===== src/rtl/adder_result_buffer.sv =====
// adder_result_buffer: FWFT FIFO capturing {c_out, s} results from the 4-bit
// adder, with a valid/ready handshake on both sides and a saturating count
// of accepted results that carried out.
module adder_result_buffer #(
    parameter int unsigned DEPTH = 4,
    parameter int unsigned CNT_W = 8
) (
    input  logic                     clk,
    input  logic                     rst,
    input  logic                     in_valid,
    input  logic [3:0]               in_s,
    input  logic                     in_c_out,
    output logic                     in_ready,
    output logic                     out_valid,
    output logic [4:0]               out_data,
    input  logic                     out_ready,
    output logic [$clog2(DEPTH):0]   level,
    output logic [CNT_W-1:0]         ovf_count
);

    localparam int unsigned AW    = $clog2(DEPTH);
    localparam int unsigned PW    = AW + 1;
    localparam int unsigned DATA_W = 5;

    // Pointers carry one extra wrap bit to tell full from empty.
    logic [PW-1:0]     wr_ptr;
    logic [PW-1:0]     rd_ptr;
    logic [DATA_W-1:0] mem [DEPTH];
    logic [CNT_W-1:0]  ovf_cnt_q;

    logic full;
    logic empty;
    logic push;
    logic pop;

    // Status derived from registered pointers only; no ready passthrough.
    always_comb begin
        full  = (wr_ptr[PW-1] != rd_ptr[PW-1]) && (wr_ptr[AW-1:0] == rd_ptr[AW-1:0]);
        empty = (wr_ptr == rd_ptr);
        push  = in_valid && !full;
        pop   = out_ready && !empty;
    end

    // Port views of the status and the head entry (zero when empty).
    always_comb begin
        in_ready  = !full;
        out_valid = !empty;
        level     = wr_ptr - rd_ptr;
        ovf_count = ovf_cnt_q;
        out_data  = '0;
        if (!empty) begin
            out_data = mem[rd_ptr[AW-1:0]];
        end
    end

    // Pointer advance on accepted push / pop.
    always_ff @(posedge clk or posedge rst) begin
        if (rst) begin
            wr_ptr <= '0;
            rd_ptr <= '0;
        end else begin
            if (push) begin
                wr_ptr <= wr_ptr + PW'(1);
            end
            if (pop) begin
                rd_ptr <= rd_ptr + PW'(1);
            end
        end
    end

    // Storage write; contents need no reset since pointers gate visibility.
    always_ff @(posedge clk) begin
        if (push) begin
            mem[wr_ptr[AW-1:0]] <= {in_c_out, in_s};
        end
    end

    // Saturating count of accepted results with carry-out set.
    always_ff @(posedge clk or posedge rst) begin
        if (rst) begin
            ovf_cnt_q <= '0;
        end else if (push && in_c_out && (ovf_cnt_q != {CNT_W{1'b1}})) begin
            ovf_cnt_q <= ovf_cnt_q + CNT_W'(1);
        end
    end

endmodule


===== config.mk =====
export PLATFORM = sky130hd
export DESIGN_NAME = adder_result_buffer
export DESIGN_NICKNAME = d
export VERILOG_FILES = /design/src/rtl/adder_result_buffer.sv
export SDC_FILE = /design/constraint.sdc
export NUM_CORES = 1
export LEC_CHECK = 0
export BUFFER_PORTS_ARGS = -buffer_cell sky130_fd_sc_hd__buf_4
export CAP_MARGIN = 25
export CORE_MARGIN = 2
export CORE_UTILIZATION = 50
export DETAILED_ROUTE_END_ITERATION = 10
export GPL_TIMING_DRIVEN = 1
export HOLD_SLACK_MARGIN = 0.03
export PLACE_DENSITY = 0.73
export SLEW_MARGIN = 15
export SYNTH_ARGS = -nofsm -noshare
export SYNTH_HDL_FRONTEND = slang
export SYNTH_SLANG_ARGS = --single-unit

===== constraint.sdc =====
create_clock -name clk -period 2.2 [get_ports clk]
set_input_delay 0.22 -clock clk [delete_from_list [all_inputs] [get_ports clk]]
set_output_delay 0.22 -clock clk [all_outputs]
set_load 0.01 [all_outputs]

* Word-level counts from Yosys, hierarchy flattened
Memories as Yosys holds them, arrays and structs flattened.
Cells that the tools add are included.
** Operators by class
- Add/sub/neg operators :: 4
- Equality and inequality tests :: 4
- Muxes and demuxes :: 3
- Reductions and logical operators :: 7
** Operators by type and width (number)
- $add A8 B1 Y8 const B :: 1
- $ne A8 B8 Y1 const B :: 1
- $add A3 B1 Y3 const B :: 2
- $logic_and A1 B1 Y1 :: 5
- $mux W5 :: 1
- $eq A3 B3 Y1 :: 1
- $sub A3 B3 Y3 :: 1
- $eq A2 B2 Y1 :: 1
- $logic_not A1 Y1 :: 2
- $mux W1 :: 2
- $ne A1 B1 Y1 :: 1
** Storage, ports and cells
- Bits in registers :: 14
- Memory bits (writable) :: 20
- Input port bits :: 9
- Output and inout bits :: 18
- Logic and storage cells :: 22
- Memories kept :: 1
** Memory list
- mem :: depth 4, width 5, read ports 1, clocked after Yosys merged registers in 0, write ports 1, line 28 : logic [DATA_W-1:0] mem [DEPTH];

* Longest topological paths before layout
Gate-level depths: netlist of the first run.
- Word-level depth :: 6
- Gate-level depth with buffers :: 7
- Gate-level depth less buffers :: 6

* Least setup slack after synthesis of the first run
No wires, ideal clock.
- Kind :: reg-to-reg
- From :: reg rd_ptr[1]
- To :: reg ovf_cnt_q[3], in the netlist ovf_count[3]
- Library setup time :: 0.125 ns
- Arrival time :: 1.832 ns
- Required time :: 2.075 ns
- Setup slack :: 0.243 ns
- Cell stages (with the launch flop) :: 6
- Buffers on the path :: 0
- Clock period less this slack :: 1.957 ns
- Path through :: dfrtp_1 > inv_1 > ha_1 > and2_0 > a2111oi_0 > mux2_2
** On the way
- Cells in the longest elaborated chain, start to end :: 6
** Ends and longest elaborated chain
- start: declaration :: line 27 : logic [PW-1:0] rd_ptr;
- start signal: assignment :: line 66 : rd_ptr <= rd_ptr + PW'(1);
- $eq A2 B2 Y1 :: line 38 : full = (wr_ptr[PW-1] != rd_ptr[PW-1]) && (wr_ptr[AW-1:0] == rd_ptr[AW-1:0]);
- $logic_and A1 B1 Y1 :: line 38
- $logic_not A1 Y1 :: line 40 : push = in_valid && !full;
- $logic_and A1 B1 Y1 :: line 40
- $logic_and A1 B1 Y1 (2 in series) :: line 82 : end else if (push && in_c_out && (ovf_cnt_q != {CNT_W{1'b1}})) begin
- end signal: assignment :: line 83 : ovf_cnt_q <= ovf_cnt_q + CNT_W'(1);
- end: declaration :: line 29 : logic [CNT_W-1:0] ovf_cnt_q;
Every way passes these cells.
A chain may end at the register's enable or synchronous reset.

* Worst setup path in the final report of the first run
- From :: reg wr_ptr[0]
- To :: mem mem[3][2], enable pin
** On the way
- Cells in the longest elaborated chain, start to end :: 6
** Ends and longest elaborated chain
- start: declaration :: line 26 : logic [PW-1:0] wr_ptr;
- start signal: assignment :: line 63 : wr_ptr <= wr_ptr + PW'(1);
- $eq A2 B2 Y1 :: line 38
- $logic_and A1 B1 Y1 :: line 38
- $logic_not A1 Y1 :: line 40
- $logic_and A1 B1 Y1 :: line 40
- $mux W1 :: line 73 : if (push) begin
- $mux W1 (not written as such) :: line 74 : mem[wr_ptr[AW-1:0]] <= {in_c_out, in_s};
- end: declaration :: line 28
Parallel ways exist; a longest one is shown, timed or not.

==> results of run 1 <==
synth_stat cells (2+ instances only):
cell type,count
nand3_1,4
xnor2_1,6
mux4_2,5
mux2_2,2
edfxtp_1,20
ha_1,8
xor2_1,2
inv_1,7
and2_1,4
a21oi_1,2
dfrtp_1,14
nand2b_1,2
and2_2,5
nand2_1,7
mux2_4,2
power by group through the flow:
stage	registers [uW]	clock network, uW	logic, uW
4_1_cts	1010	327	1500
3_5_place_dp	1030	0	1480
3_3_place_gp	1020	0	1460
2_1_floorplan	1040	0	902
5_1_grt	1040	353	1640
6_report	1010	316	1480
state kept, by name, indices dropped and copies added, names as in the netlist:
signal,count
rd_ptr,3
wr_ptr,3
ovf_count,8
mem,20
worst paths after layout:
check / start / to / cells after the start
min in group asynchronous: rst / ovf_count[5] / 3
max: wr_ptr[0] / mem[3][2] / 5
min reg2reg: wr_ptr[2] / wr_ptr[2] / 1
max in group asynchronous: rst / wr_ptr[2] / 3
max reg2reg: wr_ptr[0] / mem[3][2] / 5
min: in_s[3] / mem[0][3] / 1
cells by family after synthesis:
family          after synthesis
flops                        34
simple gates                 30
mux                          10
xor+xnor                      9
buf+inv                       9
fa+ha+maj                     9
compound gates                8
metrics by stage:
step / util (%) / instances / hold WS (ns) / power [uW] / instance area (um2)
2_1_floorplan: - / 109 / 0.109 / 1940 / 1620
3_3_place_gp: 60.9 / 180 / 0.302 / 2480 / 1880
3_5_place_dp: 60.9 / 180 / 0.302 / 2500 / 1880
4_1_cts: 63.0 / 189 / 0.0824 / 2840 / 1940
5_1_grt: 63.1 / 189 / 0.0750 / 3040 / 1940
6_report: 63.1 / 189 / 0.0947 / 2810 / 1940
layer usage:
metal	vias up	GRT usage, %	wire, um
met2	28	26.3	1310
met4	0	7.14	46
met3	5	5.33	132
met5	-	0	0
li1	455	-	-
met1	465	25.8	1250
cells in the final DEF (no fill, tap or decap), types with 2 or more instances in the layout:
cell type and n:
ha_1 8, mux2_2 2, buf_4 29, xnor2_1 6, mux2_4 2, edfxtp_1 20
clkinv_2 2, nand2_1 7, mux4_2 5, clkbuf_4 5, dfrtp_1 14, xor2_1 2
and2_2 6, and2_1 4, nand3_1 4, a21oi_1 2, inv_1 7
cell type report:
cell class	instances	area share, %
well taps	44	2.84
flip-flops and latches	34	49.0
clock buffers	6	2.13
clock inverters	2	0.515
repair buffers	30	11.7
multi-input cells	66	32.5
inverters	7	1.35
repair_timing:
| action | CTS | global route |
|---|---|---|
| hold buffers | 1 | 0 |
| endpoints found under the hold margin | 14 | 0 |
| endpoints found under the setup margin | 5 | 6 |
| resized for setup | 2 | 2 |
==> out/metrics.csv, run 1 <==
metric,value,unit
status,"finished, final reports clean",
fmax,491,MHz
grt_max_degree,15,
die-width,60.9,um
end_kind,flop,
die_area,3710,um2
drt_iter0_markers,19,
drv_slew,0,
critPathBufInv,1,
num_rows,20,
yosysTopAreaCell,edfxtp_1,
max_slew_margin,64.2,%
core,3080,um2
cpMaxStageDelayCell,dfrtp_1,
period_share,92.7,%
gr-usage-all-layers,18.1,%
fin_crit,2.04,ns
fin_nets,162,
crit_arrival,2.05,ns
num_vias,953,
path_clk_slew,0.10,ns
p_seq_share,36.1,%
cts_setup_buffers,0,
yosys.area_share.xor_xnor,5.34,%
yosysUniqueCellTypes,34,
finalWirelength,2.74,mm
slowest_delay,0.41,ns
syn2layout_area_growth,20.0,%
synth_compound_area_share,4.10,%
crit_type,reg2reg,
synth_top_area_share,37.1,%
path_cells,"inv_1, ha_1, and2_2, a21boi_2, and2_1",
clock_latency,0.33,ns
wl_per_cell,14.5,um
initial_core_util,52.6,%
tns,0,ns
synth_async_sr_flop_share,41.2,%
rsz0062_at_grt,no,
switching_power,1040,uW
ys_ff_latch,34,
hp-class,in2reg,
powerDensity,1450,nW/um2
multi_input_area,631,um2
synth-seq-area-share,58.8,%
grt_antenna_before_repair,0,
yosys_warnings,0,
vias_per_cell,5.04,
drt.antenna.violating_nets,0,
reg2reg_slack,0.16,ns
overflow,0,
synth_top_family_by_area,simple AND/OR/NAND/NOR gates,
num-fill-cells,251,
grt_pass1_vias,938,
synth_edf_count,20,
cts_tree,built,
clock_path_buffers,2,
setup_slack,0.162,ns
cts_root_buffer,clkbuf_4,
p_comb_share,52.6,%
ys.flop_type,edfxtp_1,
startpoint_type,flop,
die_y,60.9,um
muxShareOfSynthArea,10.8,%
numCtsBuffers,5,
drive_above_1_share,39.3,%
dr.pass1.iters,4,
dpl.hpwl,2.11,mm
pin_count,27,
place_congestion,0.819,
postSynthCellCount,109,
vdd_ir_drop_max,1.03,mV
grt_pass1_wl,4.59,mm
power.internal,1770,uW
synthAdderAreaFrac,7.42,%
switching_share,36.9,%
setup_violations,0,
power_frac_clock,11.3,%
layout.area.seq,951,um2
port_buffers,26,
synth_area_per_cell,14.8,um2
required,2.21,ns
drc,0,
leakage,0.000822,uW
cap_violations,0,
clock_skew,0.00942,ns
diodes,0,
synth_area,1620,um2
ys_top_cells_by_area,"edfxtp_1 37%, dfrtp_1 22%, mux4_2 7.0%, ha_1 6.2%, xnor2_1 3.2%",
worstMarginPinSlew,0.536,ns
final_hold_viol_count,0,
crit_family,simple AND/OR/NAND/NOR gates,
crit_fanout,9,
synthSimpleGateAreaFrac,11.0,%
clock_sinks,34,
cts-htree-levels,2,
synth_nets,127,
post-place-ws,0.111,ns
Power figures use the tool's default switching activity.
==> run 2, diff against run 1 <==
--- a/config.mk
+++ b/config.mk
@@ -5,6 +5,7 @@
 export SDC_FILE = /design/constraint.sdc
 export NUM_CORES = 1
 export LEC_CHECK = 0
+export ABC_AREA = 1
 export BUFFER_PORTS_ARGS = -buffer_cell sky130_fd_sc_hd__buf_4
 export CAP_MARGIN = 25
 export CORE_MARGIN = 2
==> run 2 against run 1 <==
Net effect:
- combinational power decreased by 3%
- cell count rose by 37%
- area after synthesis up 6.9%
- setup slack got worse by 0.016 ns
- register-to-register slack better by 0.20 ns
- count of clock-buffer cells in the layout unchanged
- synthesized cell count increased by 64%
- routed wire length rose by 26%
- worst hold slack worse by 0.0063 ns
- global-route usage rose by 1.6 points
- largest power group unchanged
==> out/metrics.csv, run 2 <==
metric,value,unit,change
period_share,93.4,%,+0.74 points
vdd_ir_drop_max,0.417,mV,-60%
fmax,487,MHz,-0.79%
clock_skew,0.0117,ns,+0.00233 ns
num_rows,21,,+5.0%
cts_tree,built,,
final_common_cell,nand2_1,,
fin_nets,230,,+42%
drv_slew,0,,unchanged
clock_sinks,34,,unchanged
setup_slack,0.145,ns,-0.0163 ns
pin_count,27,,unchanged
path_cells,"inv_1, ha_1, nand2_1, inv_1, nand3_2, inv_1, a21oi_1, buf_4",,
setup_violations,0,,unchanged
synth_compound_area_share,5.21,%,+1.1 points
finalNonFillerCells,259,,+37%
rsz0062_at_grt,no,,
powerDensity,1360,nW/um2,-5.8%
syn2layout_area_growth,18.2,%,
power_frac_clock,11.5,%,+0.2 points
yosys_warnings,0,,unchanged
crit_arrival,1.83,ns,-0.22 ns
synth_async_sr_flop_share,41.2,%,unchanged
grt_antenna_before_repair,0,,unchanged
cts_root_buffer,clkbuf_4,,
final_hold_viol_count,0,,unchanged
fin_crit,2.05,ns,+0.0163 ns
synth_area,1730,um2,+6.9%
overflow,0,,unchanged
crit_family,buffers and inverters,,
grt_pass1_vias,1217,,+30%
ys_top_cells_by_area,"edfxtp_1 35%, dfrtp_1 20%, nand2_1 9.6%, nor2_1 6.3%, ha_1 5.8%",,
yosys.area_share.xor_xnor,3.55,%,-1.8 points
status,"finished, final reports clean",,
layout_common_cells,"44 x nand2_1, 29 x nor2_1, 27 x buf_4",,
core,3340,um2,+8.4%
synthTopCellsByCount,"44 x nand2_1, 29 x nor2_1, 20 x edfxtp_1",,
clock_latency,0.34,ns,about the same
required,1.98,ns,-0.23 ns
yosysTopAreaCell,edfxtp_1,,
gr-usage-all-layers,19.6,%,+1.6 points
drive_above_1_share,24.4,%,-15 points
drt_iter0_markers,147,,+128
ys.flop_type,edfxtp_1,,
reg2reg_slack,0.36,ns,+0.20 ns
worstMarginPinSlew,0.578,ns,+0.0428 ns
max_slew_margin,61.4,%,-2.9 points
cap_violations,0,,unchanged
end_kind,output pin,,
die_area,3940,um2,+6.4%
crit_type,reg2out,,
clock_path_buffers,2,,unchanged
switching_share,42.5,%,+5.5 points
die-width,62.8,um,+3.2%
wl_per_cell,13.3,um,-8.4%
p_comb_share,51.5,%,-1.1 points
synth_top_family_by_area,simple AND/OR/NAND/NOR gates,,
die_y,62.8,um,+3.2%
p_seq_share,37.0,%,+0.9 points
power.internal,1600,uW,-9.6%
synth_top_area_share,34.7,%,-2.4 points
tns,0,ns,unchanged
synthAdderAreaFrac,6.95,%,-0.48 points
startpoint_type,flop,,
num_vias,1261,,+32%
slowest_delay,0.41,ns,about the same
hp-class,in2reg,,
muxShareOfSynthArea,0,%,-11 points
ys_ff_latch,34,,unchanged
grt_pass1_wl,5.78,mm,+26%
diodes,0,,unchanged
place_congestion,0.847,,+3.3%
synth_edf_count,20,,unchanged
initial_core_util,51.8,%,-0.74 points
cts-htree-levels,2,,unchanged
drt.antenna.violating_nets,0,,unchanged
grt_max_degree,15,,unchanged
place_area,1970,um2,+5.2%
synthSimpleGateAreaFrac,24.2,%,+13 points
switching_power,1180,uW,+14%
drc,0,,unchanged
dpl.hpwl,2.69,mm,+27%
post-place-ws,0.235,ns,+0.124 ns
postSynthCellCount,179,,+64%
critPathBufInv,4,,+3
crit_fanout,5,,-4
synth-seq-area-share,55.0,%,-3.8 points
largest_register_ff_count,20,,unchanged
synth_area_per_cell,9.66,um2,-35%
yosysUniqueCellTypes,24,,-29%
cpMostUsedCell,inv_1,,
synth_nets,197,,+55%
cpMaxStageDelayCell,dfrtp_1,,
yosysMostFrequentCell,nand2_1,,
vias_per_cell,4.87,,-3.4%
path_clk_slew,0.10,ns,about the same
numCtsBuffers,5,,unchanged
design_area,2040,um2,+5.2%
port_buffers,26,,unchanged
dpl.cell_count,249,,+38%
finalWirelength,3.44,mm,+26%
dr.pass1.iters,4,,unchanged
leakage,0.000952,uW,+16%
==> run 2: path summary, 6_finish.rpt <==
path | from | endpoint | cells after the start
max | wr_ptr[0] | out_data[4] | 8
min | in_s[3] | mem[2][3] | 1
max reg2reg | wr_ptr[0] | mem[1][2] | 7
min reg2reg | ovf_count[3] | ovf_count[3] | 2
max in group asynchronous | rst | rd_ptr[0] | 3
min in group asynchronous | rst | ovf_count[0] | 3
==> run 2: repair_timing <==
action                                  CTS  global route
endpoints found under the setup margin    5             5
gates cloned                              0             0
gates resized for setup                   1             2
buffers inserted                          0             1
hold buffers                              1             0
endpoints found under the hold margin    14             0
pin swaps                                 0             0
==> run 2: metrics by stage <==
step                      total power, uW  util (%)  hold slack (ns)
after CTS                            2790      61.0           0.0886
after global placement               2420      59.1            0.310
after floorplan                      1890         -            0.109
after detailed placement             2470      59.1            0.324
after global routing                 3020      61.2           0.0816
final                                2780      61.2           0.0884
==> run 2: final cells by class <==
type	instances	area, um2
Fill cell	305	1290
Sequential cell	34	953
Multi-Input combinational cell	122	691
Timing Repair Buffer	28	213
Inverter	21	78.8
Tap cell	46	57.6
Clock buffer	6	41.3
Clock inverter	2	8.76
==> run 2: per-layer routing <==
layer	up-vias	share of wire, %	track usage [%]
met3	7	6.0	4.50
li1	637	-	-
met1	576	44	24.8
met5	-	0	0
met2	41	49	33.3
met4	0	1.5	6.67
==> run 2: logic make-up after synthesis <==
group | count (synthesis)
simple gates | 88
fa+ha+maj | 9
buf+inv | 23
flops | 34
compound gates | 18
xor+xnor | 7
==> run 2: power groups by stage <==
stage / Combinational, uW / Clock, uW / Sequential (uW)
2_1_floorplan: 882 / 0 / 1010
3_3_place_gp: 1380 / 0 / 1040
3_5_place_dp: 1420 / 0 / 1050
4_1_cts: 1430 / 327 / 1040
5_1_grt: 1610 / 358 / 1050
6_report: 1430 / 321 / 1030
